`src/rtl/vanilla_multicore_tx_arbiter_if.sv`:
```
// Bundle between the vanilla cores, the arbiter and the manycore endpoint.
// The arbiter connects through the slave modport; the environment uses master.
interface vanilla_multicore_tx_arbiter_if #(
    parameter int num_cores_p     = 4,
    parameter int payload_width_p = 32,
    parameter int data_width_p    = 32,
    parameter int reg_id_width_p  = 5,
    parameter int max_out_p       = 8
);
    localparam int CIW = (num_cores_p > 1) ? $clog2(num_cores_p) : 1;
    localparam int LIW = reg_id_width_p - CIW;
    localparam int CW  = $clog2(max_out_p + 1);

    logic [num_cores_p-1:0]                 req_v_i;
    logic [num_cores_p*payload_width_p-1:0] req_payload_i;
    logic [num_cores_p*LIW-1:0]             req_reg_id_i;
    logic [num_cores_p-1:0]                 req_load_i;
    logic [num_cores_p-1:0]                 req_ready_o;
    logic                                   out_v_o;
    logic [payload_width_p-1:0]             out_payload_o;
    logic [reg_id_width_p-1:0]              out_reg_id_o;
    logic                                   out_credit_or_ready_i;
    logic                                   returned_v_i;
    logic [data_width_p-1:0]                returned_data_i;
    logic [reg_id_width_p-1:0]              returned_reg_id_i;
    logic                                   returned_yumi_o;
    logic [num_cores_p-1:0]                 resp_v_o;
    logic [data_width_p-1:0]                resp_data_o;
    logic [LIW-1:0]                         resp_reg_id_o;
    logic [num_cores_p-1:0]                 resp_yumi_i;
    logic [num_cores_p*CW-1:0]              outstanding_o;
    logic                                   err_o;

    modport slave (
        input  req_v_i, req_payload_i, req_reg_id_i, req_load_i,
        output req_ready_o,
        output out_v_o, out_payload_o, out_reg_id_o,
        input  out_credit_or_ready_i,
        input  returned_v_i, returned_data_i, returned_reg_id_i,
        output returned_yumi_o,
        output resp_v_o, resp_data_o, resp_reg_id_o,
        input  resp_yumi_i,
        output outstanding_o, err_o
    );

    modport master (
        output req_v_i, req_payload_i, req_reg_id_i, req_load_i,
        input  req_ready_o,
        input  out_v_o, out_payload_o, out_reg_id_o,
        output out_credit_or_ready_i,
        output returned_v_i, returned_data_i, returned_reg_id_i,
        input  returned_yumi_o,
        input  resp_v_o, resp_data_o, resp_reg_id_o,
        output resp_yumi_i,
        input  outstanding_o, err_o
    );
endinterface

```
`src/rtl/vanilla_multicore_tx_arbiter.sv`:
```
// Round-robin sharing of one endpoint TX port among vanilla cores, with
// per-core outstanding-load caps and response steering by reg_id core bits.
module vanilla_multicore_tx_arbiter #(
    parameter int num_cores_p     = 4,
    parameter int payload_width_p = 32,
    parameter int data_width_p    = 32,
    parameter int reg_id_width_p  = 5,
    parameter int max_out_p       = 8
) (
    input logic clk_i,
    input logic reset_n_i,
    vanilla_multicore_tx_arbiter_if.slave bus
);
    localparam int CIW = (num_cores_p > 1) ? $clog2(num_cores_p) : 1;
    localparam int LIW = reg_id_width_p - CIW;
    localparam int CW  = $clog2(max_out_p + 1);

    localparam logic [CW-1:0]  max_c       = CW'(max_out_p);
    localparam logic [CIW:0]   ncores_c    = (CIW+1)'(num_cores_p);
    localparam logic [CIW-1:0] last_core_c = CIW'(num_cores_p - 1);

    logic [CW-1:0]              cnt_q [num_cores_p];
    logic [CW-1:0]              cnt_d [num_cores_p];
    logic [CIW-1:0]             last_q, last_d;
    logic                       err_q, err_d;

    logic [num_cores_p-1:0]     elig;
    logic [CIW:0]               rr_idx;
    logic [CIW-1:0]             win;
    logic                       any_elig;
    logic                       fire;
    logic [payload_width_p-1:0] win_pay;
    logic [LIW-1:0]             win_lid;
    logic                       win_load;

    logic [CIW-1:0]             tgt;
    logic                       tgt_bad;
    logic                       tgt_yumi;
    logic                       ret_take;
    logic [data_width_p-1:0]    ret_data;
    logic [num_cores_p-1:0]     inc;
    logic [num_cores_p-1:0]     dec;

    // A core may request unless it is a load and its counter is at the cap
    always_comb begin
        for (int c = 0; c < num_cores_p; c++) begin
            elig[c] = bus.req_v_i[c]
                    & (~bus.req_load_i[c] | (cnt_q[c] < max_c));
        end
    end

    // Round-robin search starting just after the last granted core
    always_comb begin
        win      = '0;
        any_elig = 1'b0;
        rr_idx   = '0;
        for (int k = 1; k <= num_cores_p; k++) begin
            rr_idx = {1'b0, last_q} + (CIW+1)'(k);
            if (rr_idx >= ncores_c) begin
                rr_idx = rr_idx - ncores_c;
            end
            if (!any_elig && elig[rr_idx[CIW-1:0]]) begin
                any_elig = 1'b1;
                win      = rr_idx[CIW-1:0];
            end
        end
    end

    // Select the winner's payload, local reg_id and load flag
    always_comb begin
        win_pay  = '0;
        win_lid  = '0;
        win_load = 1'b0;
        for (int c = 0; c < num_cores_p; c++) begin
            if (win == CIW'(c)) begin
                win_pay  = bus.req_payload_i[c*payload_width_p +: payload_width_p];
                win_lid  = bus.req_reg_id_i[c*LIW +: LIW];
                win_load = bus.req_load_i[c];
            end
        end
    end

    assign fire              = reset_n_i & any_elig & bus.out_credit_or_ready_i;
    assign bus.out_v_o       = fire;
    assign bus.out_payload_o = win_pay;
    assign bus.out_reg_id_o  = {win, win_lid};

    // One-hot grant back to the winning core
    always_comb begin
        for (int c = 0; c < num_cores_p; c++) begin
            bus.req_ready_o[c] = fire & (win == CIW'(c));
        end
    end

    // Decode the response target; unknown core IDs are swallowed
    always_comb begin
        tgt      = (num_cores_p == 1) ? '0
                 : bus.returned_reg_id_i[reg_id_width_p-1 -: CIW];
        tgt_bad  = ({1'b0, tgt} >= ncores_c);
        tgt_yumi = 1'b0;
        for (int c = 0; c < num_cores_p; c++) begin
            bus.resp_v_o[c] = reset_n_i & bus.returned_v_i & ~tgt_bad
                            & (tgt == CIW'(c));
            if (tgt == CIW'(c)) begin
                tgt_yumi = bus.resp_yumi_i[c];
            end
        end
    end

    assign ret_take            = reset_n_i & bus.returned_v_i & (tgt_bad | tgt_yumi);
    assign bus.returned_yumi_o = ret_take;
    assign ret_data            = bus.returned_data_i;
    assign bus.resp_data_o     = ret_data;
    assign bus.resp_reg_id_o   = bus.returned_reg_id_i[LIW-1:0];

    // Per-core increment on load issue, decrement on consumed return
    always_comb begin
        for (int c = 0; c < num_cores_p; c++) begin
            inc[c] = fire & win_load & (win == CIW'(c));
            dec[c] = ret_take & ~tgt_bad & (tgt == CIW'(c));
        end
    end

    // Next counter values and protocol-error detection
    always_comb begin
        err_d  = ret_take & tgt_bad;
        last_d = fire ? win : last_q;
        for (int c = 0; c < num_cores_p; c++) begin
            cnt_d[c] = cnt_q[c];
            if (dec[c] && (cnt_q[c] == '0)) begin
                err_d = 1'b1;
            end
            if (inc[c] && !dec[c]) begin
                if (cnt_q[c] == max_c) begin
                    err_d = 1'b1;
                end else begin
                    cnt_d[c] = cnt_q[c] + 1'b1;
                end
            end else if (dec[c] && !inc[c] && (cnt_q[c] != '0)) begin
                cnt_d[c] = cnt_q[c] - 1'b1;
            end
        end
    end

    // Expose the counters as a flat vector
    always_comb begin
        for (int c = 0; c < num_cores_p; c++) begin
            bus.outstanding_o[c*CW +: CW] = cnt_q[c];
        end
    end

    assign bus.err_o = err_q;

    // State registers; reset points last_q at the top core so core 0 wins first
    always_ff @(posedge clk_i or negedge reset_n_i) begin
        if (!reset_n_i) begin
            last_q <= last_core_c;
            err_q  <= 1'b0;
            for (int c = 0; c < num_cores_p; c++) begin
                cnt_q[c] <= '0;
            end
        end else begin
            last_q <= last_d;
            err_q  <= err_d;
            for (int c = 0; c < num_cores_p; c++) begin
                cnt_q[c] <= cnt_d[c];
            end
        end
    end
endmodule
```
`src/flat_wrapper.sv`:
```
// flat-port wrapper written by rule: the top's interface ports become plain ports
module vanilla_multicore_tx_arbiter_flat 
#(
    parameter int num_cores_p     = 4,
    parameter int payload_width_p = 32,
    parameter int data_width_p    = 32,
    parameter int reg_id_width_p  = 5,
    parameter int max_out_p       = 8
)
  (clk_i, reset_n_i, bus_req_v_i, bus_req_payload_i, bus_req_reg_id_i, bus_req_load_i, bus_req_ready_o, bus_out_v_o, bus_out_payload_o, bus_out_reg_id_o, bus_out_credit_or_ready_i, bus_returned_v_i, bus_returned_data_i, bus_returned_reg_id_i, bus_returned_yumi_o, bus_resp_v_o, bus_resp_data_o, bus_resp_reg_id_o, bus_resp_yumi_i, bus_outstanding_o, bus_err_o);
  vanilla_multicore_tx_arbiter_if #(.num_cores_p(num_cores_p), .payload_width_p(payload_width_p), .data_width_p(data_width_p), .reg_id_width_p(reg_id_width_p), .max_out_p(max_out_p)) bus_i ();
  input logic clk_i;
  input logic reset_n_i;
  input wire logic [$bits(bus_i.req_v_i)-1:0] bus_req_v_i;
  input wire logic [$bits(bus_i.req_payload_i)-1:0] bus_req_payload_i;
  input wire logic [$bits(bus_i.req_reg_id_i)-1:0] bus_req_reg_id_i;
  input wire logic [$bits(bus_i.req_load_i)-1:0] bus_req_load_i;
  output wire logic [$bits(bus_i.req_ready_o)-1:0] bus_req_ready_o;
  output wire logic [$bits(bus_i.out_v_o)-1:0] bus_out_v_o;
  output wire logic [$bits(bus_i.out_payload_o)-1:0] bus_out_payload_o;
  output wire logic [$bits(bus_i.out_reg_id_o)-1:0] bus_out_reg_id_o;
  input wire logic [$bits(bus_i.out_credit_or_ready_i)-1:0] bus_out_credit_or_ready_i;
  input wire logic [$bits(bus_i.returned_v_i)-1:0] bus_returned_v_i;
  input wire logic [$bits(bus_i.returned_data_i)-1:0] bus_returned_data_i;
  input wire logic [$bits(bus_i.returned_reg_id_i)-1:0] bus_returned_reg_id_i;
  output wire logic [$bits(bus_i.returned_yumi_o)-1:0] bus_returned_yumi_o;
  output wire logic [$bits(bus_i.resp_v_o)-1:0] bus_resp_v_o;
  output wire logic [$bits(bus_i.resp_data_o)-1:0] bus_resp_data_o;
  output wire logic [$bits(bus_i.resp_reg_id_o)-1:0] bus_resp_reg_id_o;
  input wire logic [$bits(bus_i.resp_yumi_i)-1:0] bus_resp_yumi_i;
  output wire logic [$bits(bus_i.outstanding_o)-1:0] bus_outstanding_o;
  output wire logic [$bits(bus_i.err_o)-1:0] bus_err_o;
  assign bus_i.req_v_i = bus_req_v_i;
  assign bus_i.req_payload_i = bus_req_payload_i;
  assign bus_i.req_reg_id_i = bus_req_reg_id_i;
  assign bus_i.req_load_i = bus_req_load_i;
  assign bus_req_ready_o = bus_i.req_ready_o;
  assign bus_out_v_o = bus_i.out_v_o;
  assign bus_out_payload_o = bus_i.out_payload_o;
  assign bus_out_reg_id_o = bus_i.out_reg_id_o;
  assign bus_i.out_credit_or_ready_i = bus_out_credit_or_ready_i;
  assign bus_i.returned_v_i = bus_returned_v_i;
  assign bus_i.returned_data_i = bus_returned_data_i;
  assign bus_i.returned_reg_id_i = bus_returned_reg_id_i;
  assign bus_returned_yumi_o = bus_i.returned_yumi_o;
  assign bus_resp_v_o = bus_i.resp_v_o;
  assign bus_resp_data_o = bus_i.resp_data_o;
  assign bus_resp_reg_id_o = bus_i.resp_reg_id_o;
  assign bus_i.resp_yumi_i = bus_resp_yumi_i;
  assign bus_outstanding_o = bus_i.outstanding_o;
  assign bus_err_o = bus_i.err_o;
  vanilla_multicore_tx_arbiter #(.num_cores_p(num_cores_p), .payload_width_p(payload_width_p), .data_width_p(data_width_p), .reg_id_width_p(reg_id_width_p), .max_out_p(max_out_p)) u_core (.clk_i(clk_i), .reset_n_i(reset_n_i), .bus(bus_i));
endmodule
```
`config.mk`:
```
export PLATFORM = sky130hd
export DESIGN_NAME = vanilla_multicore_tx_arbiter_flat
export DESIGN_NICKNAME = d
export VERILOG_FILES = /design/src/rtl/vanilla_multicore_tx_arbiter_if.sv /design/src/rtl/vanilla_multicore_tx_arbiter.sv /design/src/flat_wrapper.sv
export SDC_FILE = /design/constraint.sdc
export NUM_CORES = 1
export LEC_CHECK = 0
export ABC_AREA = 1
export CORE_AREA = 2 2 113 115
export DETAILED_ROUTE_END_ITERATION = 16
export DIE_AREA = 0 0 115 117
export HOLD_SLACK_MARGIN = 0.06
export PLACE_DENSITY = 0.64
export SKIP_CTS_REPAIR_TIMING = 1
export SYNTH_ARGS = -nofsm -noshare
export SYNTH_HDL_FRONTEND = slang
export SYNTH_SLANG_ARGS = --single-unit
```
`constraint.sdc`:
```
create_clock -name clk_i -period 3.8 [get_ports clk_i]
set_input_delay 0.57 -clock clk_i [delete_from_list [all_inputs] [get_ports clk_i]]
set_output_delay 0.57 -clock clk_i [all_outputs]
set_load 0.01 [all_outputs]
```
## Word-level counts from Yosys, hierarchy flattened

Cells that the tools add are included.

- Add/subtract/negate cells: 16
- Multipliers: 0
- Div/mod/pow operators: 0
- Magnitude comparators: 12
- Eq/ne operators: 14
- Shifts and indexed selects: 0
- Multiplexer cells: 60
- Bitwise gates (word level): 33
- Reduce and logical (&&, ||, !) cells: 48

Operator list:

| operator | count |
|---|---|
| $mux 32 | 4 |
| $mux 4 | 12 |
| $mux 1 | 28 |
| $and 1x1->1 | 25 |
| $logic_and 1x1->1 | 19 |
| $add 4x1->4 const B | 4 |
| $eq 4x4->1 const B | 4 |
| $logic_not 4->1 | 4 |
| $lt 4x4->1 const B | 4 |
| $mux 2 | 8 |
| $reduce_bool 4->1 | 4 |
| $sub 4x1->4 const B | 4 |
| $ge 3x3->1 const B | 4 |
| $lt 2x3->1 const B | 4 |
| $mux 3 | 4 |
| $logic_not 1->1 | 11 |
| $bmux 1 s2 | 4 |
| $eq 2x2->1 const B | 4 |
| $ne 2x2->1 const B | 4 |
| $reduce_and 2->1 | 4 |
| $reduce_bool 2->1 | 4 |
| $sub 2x1->2 const B | 4 |
| $add 2x2->3 const B | 2 |
| $eq 2x1->1 const B | 2 |
| 5 further kinds | 12 |

- Register bits after elaboration: 19
- Bits in latches: 0
- Memory bits (writable): 0
- Memory bits (read-only): 0
- Bits of input ports: 193
- Output and inout port bits: 99
- Logic and storage cells: 189
- Memories kept: 0

## Longest topological paths before layout

- Word-level depth: 33
- Depth in mapped cells: 24
- Mapped depth without buffers: 23

## Least setup slack after synthesis

OpenSTA, ideal clock, no wires.

- Path type: reg-to-reg
- Start: register u_core.last_q[0]
- End: register u_core.cnt_q, in the netlist u_core.bus.outstanding_o[15]
- Library setup time: 128 ps
- Data arrival time: 2,793 ps
- Required time: 3,672 ps
- Path slack: 879 ps
- Cell stages (with the launch flop): 19
- Buffers on the path: 1
- Clock period less this slack: 2,921 ps
- Cells stage by stage: dfstp_2 -> buf_6 -> inv_4 -> nand3_1 -> nand3_2 -> nand2_4 -> nand2_4 -> nor2_2 -> nand3_2 -> nand2_4 -> nand2_4 -> nor2_4 -> nand3b_1 -> ha_1 -> a21o_1 -> a21oi_1 -> xor2_1 -> nor2_2 -> xor2_1

- Cells in the longest elaborated chain, start to end: 27
- Elaborated cells on any way between the ends: 58
- Those cells by class: 8 x add/sub; 4 x order compare; 4 x eq/ne; 25 x mux; 4 x bitwise; 13 x reduce/logical

Ends and longest elaborated chain:

| item | line | RTL |
|---|---|---|
| from (decl) | vanilla_multicore_tx_arbiter.sv:24 | `logic [CIW-1:0] last_q, last_d;` |
| from (signal assigned) | vanilla_multicore_tx_arbiter.sv:157 | `last_q <= last_core_c;` |
| from (signal assigned) | vanilla_multicore_tx_arbiter.sv:163 | `last_q <= last_d;` |
| $add 2x1->3 | vanilla_multicore_tx_arbiter.sv:58 | `rr_idx = {1'b0, last_q} + (CIW+1)'(k);` |
| $ge 3x3->1 / $sub 2x1->2 (equally long branches) | vanilla_multicore_tx_arbiter.sv:59, vanilla_multicore_tx_arbiter.sv:60 |  |
| $mux 2 | vanilla_multicore_tx_arbiter.sv:59 | `if (rr_idx >= ncores_c) begin` |
| $bmux 1 s2 | vanilla_multicore_tx_arbiter.sv:62 | `if (!any_elig && elig[rr_idx[CIW-1:0]]) begin` |
| $mux 1 (not written as such) | vanilla_multicore_tx_arbiter.sv:62 |  |
| $mux 1 | vanilla_multicore_tx_arbiter.sv:62 |  |
| $logic_not 1->1 | vanilla_multicore_tx_arbiter.sv:62 |  |
| $logic_and 1x1->1 | vanilla_multicore_tx_arbiter.sv:62 |  |
| (+7 left out) | n/a |  |
| net bus_out_reg_id_o[4] | flat_wrapper.sv:21 | `output wire logic [$bits(bus_i.out_reg_id_o)-1:0] bus_out_reg_id_o;` |
| $logic_not 2->1 | vanilla_multicore_tx_arbiter.sv:75 | `if (win == CIW'(c)) begin` |
| $mux 1 (4 in a row) | vanilla_multicore_tx_arbiter.sv:75 |  |
| $and 1x1->1 | vanilla_multicore_tx_arbiter.sv:119 | `inc[c] = fire & win_load & (win == CIW'(c));` |
| $and 1x1->1 * | vanilla_multicore_tx_arbiter.sv:119 |  |
| $logic_not 1->1 | vanilla_multicore_tx_arbiter.sv:139 | `end else if (dec[c] && !inc[c] && (cnt_q[c] != '0)) begin` |
| $logic_and 1x1->1 (2 in a row) | vanilla_multicore_tx_arbiter.sv:139 |  |
| $reduce_bool 2->1 (no line) | n/a |  |
| $reduce_and 2->1 (no line) | n/a |  |
| to (signal, indexed assignment) | vanilla_multicore_tx_arbiter.sv:166 | `cnt_q[c] <= cnt_d[c];` |
| to (decl) | vanilla_multicore_tx_arbiter.sv:22 | `logic [CW-1:0] cnt_q [num_cores_p];` |

The timed path passes the listed nets; every way through them passes the cells marked *. The select of a mux whose other input is x is not followed.
A chain may end at the register's enable or synchronous reset.

## Worst setup path in the final report

- Start: input bus_req_load_i[1]
- End: output bus_out_reg_id_o[0]

- Cells in the longest elaborated chain, start to end: 20
- Elaborated cells on any way between the ends: 32
- Those cells by class: 3 x eq/ne; 19 x mux; 3 x bitwise; 7 x reduce/logical

Ends and longest elaborated chain:

| item | line | RTL |
|---|---|---|
| from (decl) | flat_wrapper.sv:17 | `input wire logic [$bits(bus_i.req_load_i)-1:0] bus_req_load_i;` |
| $not 1->1 * | vanilla_multicore_tx_arbiter.sv:48 | `& (~bus.req_load_i[c] \| (cnt_q[c] < max_c));` |
| $or 1x1->1 * | vanilla_multicore_tx_arbiter.sv:48 |  |
| $and 1x1->1 * | vanilla_multicore_tx_arbiter.sv:48 |  |
| $bmux 1 s2 | vanilla_multicore_tx_arbiter.sv:62 |  |
| $mux 1 (not written as such) | vanilla_multicore_tx_arbiter.sv:62 |  |
| $mux 1 | vanilla_multicore_tx_arbiter.sv:62 |  |
| $logic_not 1->1 | vanilla_multicore_tx_arbiter.sv:62 |  |
| $logic_and 1x1->1 | vanilla_multicore_tx_arbiter.sv:62 |  |
| (+2 left out) | n/a |  |
| $logic_and 1x1->1 | vanilla_multicore_tx_arbiter.sv:62 |  |
| $mux 1 | vanilla_multicore_tx_arbiter.sv:62 |  |
| $logic_not 1->1 | vanilla_multicore_tx_arbiter.sv:62 |  |
| $logic_and 1x1->1 | vanilla_multicore_tx_arbiter.sv:62 |  |
| $mux 2 * | vanilla_multicore_tx_arbiter.sv:62 |  |
| $logic_not 2->1 | vanilla_multicore_tx_arbiter.sv:75 |  |
| $mux 3 (3 in a row) | vanilla_multicore_tx_arbiter.sv:75 |  |
| $mux 3 * | vanilla_multicore_tx_arbiter.sv:75 |  |
| to (decl) | flat_wrapper.sv:21 |  |

Mark *: on every way between the ends. The rest lies on a longest branch, timed or not. The select of a mux whose other input is x is not followed.

==> results.tsv <==
stage	metric	value	unit
sta	layout_setup_ws	0.138	ns
sta	tightestPinTransition	0.400	ns
final_layout	final_design_area_no_fill	5290	um2
sta	period_share	96.4	%
setup_path	slowest_delay	0.55	ns
detailed_routing	vias	3789	
place	hpwlAfterDp	10100	um
detailed_routing	dr.pass1.iters	4	
synthesis	synthesis.instances	479	
setup_path	arrival	3.09	ns
final_layout	syn2layout_area_growth	85.2	%
final_layout	drive_above_1_share	9.43	%
outcome	status	complete, no violations	
sta	whs	0.545	ns
synthesis	synth_area_per_cell	5.96	um2
final_layout	n_antenna_cell	0	
power	finalPower	0.00531	W
setup_path	crit_path_frequent_cell	nand2_1	
synthesis	ys_warn_count	0	
sta	drv_slew	0	
setup_path	worst-setup-path-type	in2out	
die	core	12300	um2
global_routing	grt_max_degree	38	
clock_tree	clk_path_buf_depth	2	
worst_hold_path	hold_class	reg2reg	
detailed_routing	drt_wl_total	12200	um
die	fp.dieH	117	um
global_routing	grt_use_total	16.2	%
setup_path	endpoint_kind	primary output	
final_layout	instances_no_fill	818	
synthesis	synth.area.top_cells	nand2_1 30%, dfrtp_1 15%, buf_4 9.2%, nand4_1 7.9%, nand3_1 4.0%	
die	ios	292	
place	place_congestion	0.872	
job	drv_cap	0	
synthesis	synth.yosys.seq_area_share	16.7	%
detailed_routing	drtAntennaViolNets	0	
sta	slew_headroom	73.1	%
clock_tree	cts.sinks	19	
synthesis	ys_ff_latch	19	
power	ir_worst_vdd	0.508	mV
place	dp_slack	0.0161	ns
place	placedCellCount	813	
clock_tree	cts-root-buf	clkbuf_16	
detailed_routing	drc	0	
sta	fin_crit	3.66	ns
clock_tree	cts_tree	done	
sta	hold_violations	0	
die	die_x	115	um
sta	setup_violations	0	
sta	skew	0.00156	ns
setup_path	crit_slowest_cell	clkdlybuf4s50_1	
setup_path	cp-start-kind	input pin	
detailed_routing	via_per_inst	4.63	
die	initial_core_util	23.2	%
clock_tree	cts_made_buffers	3	
synthesis	yosysTopAreaCell	nand2_1	
clock_tree	clock_latency	0.25	ns
setup_path	required	3.23	ns
detailed_routing	routedWlPerCell	14.9	um
global_routing	grt_pass1_vias	3452	
setup_path	cpLargestDelayFamily	buffers and inverters	
global_routing	overflow	0	
synthesis	synth_cell_types	34	
place	placement.io_buffers	221	
setup_path	cp_max_fo	24	
clock_tree	path_clk_slew	0.05	ns
sta	fmax	0.273	GHz
synthesis	syn_area	2850	um2
clock_tree	ctsHtreeMaxLevel	1	
setup_path	cp_cell_sequence	clkdlybuf4s50_1, nand2_1, nand3_1, nand3_2, nand2_4, nand2_4, nor2_2, nand3_2, nand2_8, nand2_1, inv_2, buf_12, nand2_1, nand4_1, clkdlybuf4s50_1	
final_layout	final_net_count	874	
global_routing	antenna_found_initial	0	
global_routing	grt_pass1_wl	17400	um
power	leakage	2.48	nW
power	pwr_density_cell	1010	nW/um2
setup_path	path_buf_inv	4	
detailed_routing	drt_iter0_markers	169	
die	placementRows	41	
place	placed_area	5100	um2
die	dieArea	13500	um2
synthesis	syn_nets	684	
synthesis	synth_top_area_share	30.2	%
final_layout	fill_cells	1268	
[layout by cell type, fill, tap and decap left out]
cell type and n:
dfrtp_1 17, nand2_2 11, nand2_1 228, a221o_1 1, dfstp_2 2, clkinvlp_4 1
nand3b_1 4, buf_12 6, buf_4 6, dlymetal6s2s_1 26, o21ai_1 1, inv_1 21
ha_1 8, nand4_1 36, fa_1 4, nor2_1 18, nand2_8 1, inv_4 1
o21ai_4 1, clkbuf_1 1, clkbuf_16 3, nand3_2 10, nor3_2 1, nand2_4 4
inv_2 7, nor4_1 5, nor2_2 5, a21oi_1 2, nor2_4 4, a21o_1 1
xor2_1 6, xnor2_1 2, o21ai_0 3, a31oi_1 3, o22ai_1 2, clkdlybuf4s50_1 195
nand3_1 21
[flip-flops by register name, indices dropped and copies added, names as in the netlist]
register,cells
u_core.bus.err_o,1
u_core.last_q,2
u_core.bus.outstanding_o,16
[logic make-up (layout without fill, tap and decap cells)]
group,Yosys count,in the layout,synth area share [%]
adders and majority gates,12,12,6.31
and+or+nand+nor,348,348,55.9
AOI/OAI and AO/OA,14,14,3.33
buffers and inverters,78,267,15.2
xor gates and xnor gates,8,8,2.46
DFF,19,19,16.7
[worst register-to-register path, cell delays in order (launching register included)]
cell and delay (ns):
dfstp_2 0.66, inv_4 0.11, nand3_1 0.15, nand3_2 0.12, nand2_4 0.13, nand2_4 0.07
nor2_2 0.12, nand3_2 0.13, nand2_8 0.15, nand2_4 0.08, nor2_4 0.13, nand2_2 0.10
o21ai_4 0.12, nand3_2 0.20, ha_1 0.37, nand2_1 0.08, nand2_1 0.05, a31oi_1 0.18
inv_1 0.06, nand2_1 0.06, nand2_1 0.05, nand2_1 0.05, nand2_1 0.05
[final cells by class]
class / instances / area (um2) / share of cell area (%)
inverters: 30 / 119 / 2.25
clock buffers: 4 / 78.8 / 1.49
repair buffers: 233 / 2440 / 46.2
flip-flops and latches: 19 / 478 / 9.04
well taps: 150 / 188 / 3.55
multi-input cells: 382 / 1980 / 37.5
[where the power goes]
| part | internal (W) | switching [W] |
|---|---|---|
| sequential | 0.000303 | 0.000159 |
| clock | 0.000142 | 0.0000695 |
| combinational | 0.00222 | 0.00243 |
[cells in the mapped netlist (all sizes together)]
library cell and n:
nor2 27, clkbuf 9, a31oi 3, clkinv 1, nand2 244, nand3 31, dfstp 2, o22ai 2
nand4 36, dfrtp 17, nor3 1, a21oi 2, nand3b 4, xor2 6, buf 39, ha 8
a221o 1, o21ai 5, fa 4, nor4 5, a21o 1, xnor2 2, inv 29
[metal layers]
layer  track usage (%)  vias to the layer above  share of wire, %  wire length, um
li1                  -                     1904                 -                -
met1              19.9                     1704                40             4870
met2              28.2                      167                49             6000
met3              5.20                       14               9.7             1190
met4              2.81                        0               1.1              140
met5                 0                        -                 0                0
[per-stage QoR]
step / setup TNS (ns) / utilization, %
3_5_place_dp: 0 / 41.4
2_1_floorplan: 0 / -
6_report: 0 / 42.9
3_3_place_gp: 0 / 41.4
4_1_cts: 0 / 42.1
5_1_grt: -0.00245 / 42.9
[worst paths after layout]
| check | cells past startpoint | endpoint | from | slack [ns] |
|---|---|---|---|---|
| setup / recovery | 15 | bus_out_reg_id_o[0] | bus_req_load_i[1] | 0.14 |
| hold / removal | 2 | u_core.bus.outstanding_o[2]$_DFFE_PN0P_ | u_core.bus.outstanding_o[2]$_DFFE_PN0P_ | 0.55 |
| setup reg to reg | 22 | u_core.bus.outstanding_o[7]$_DFFE_PN0P_ | u_core.last_q[0]$_DFFE_PN1N_ | 0.48 |
| hold reg to reg | 2 | u_core.bus.outstanding_o[2]$_DFFE_PN0P_ | u_core.bus.outstanding_o[2]$_DFFE_PN0P_ | 0.55 |
| max in group asynchronous | 2 | u_core.last_q[0]$_DFFE_PN1N_ | reset_n_i | 2.71 |
| min in group asynchronous | 2 | u_core.bus.outstanding_o[0]$_DFFE_PN0P_ | reset_n_i | 0.82 |
(Power assumes the default switching activity.)
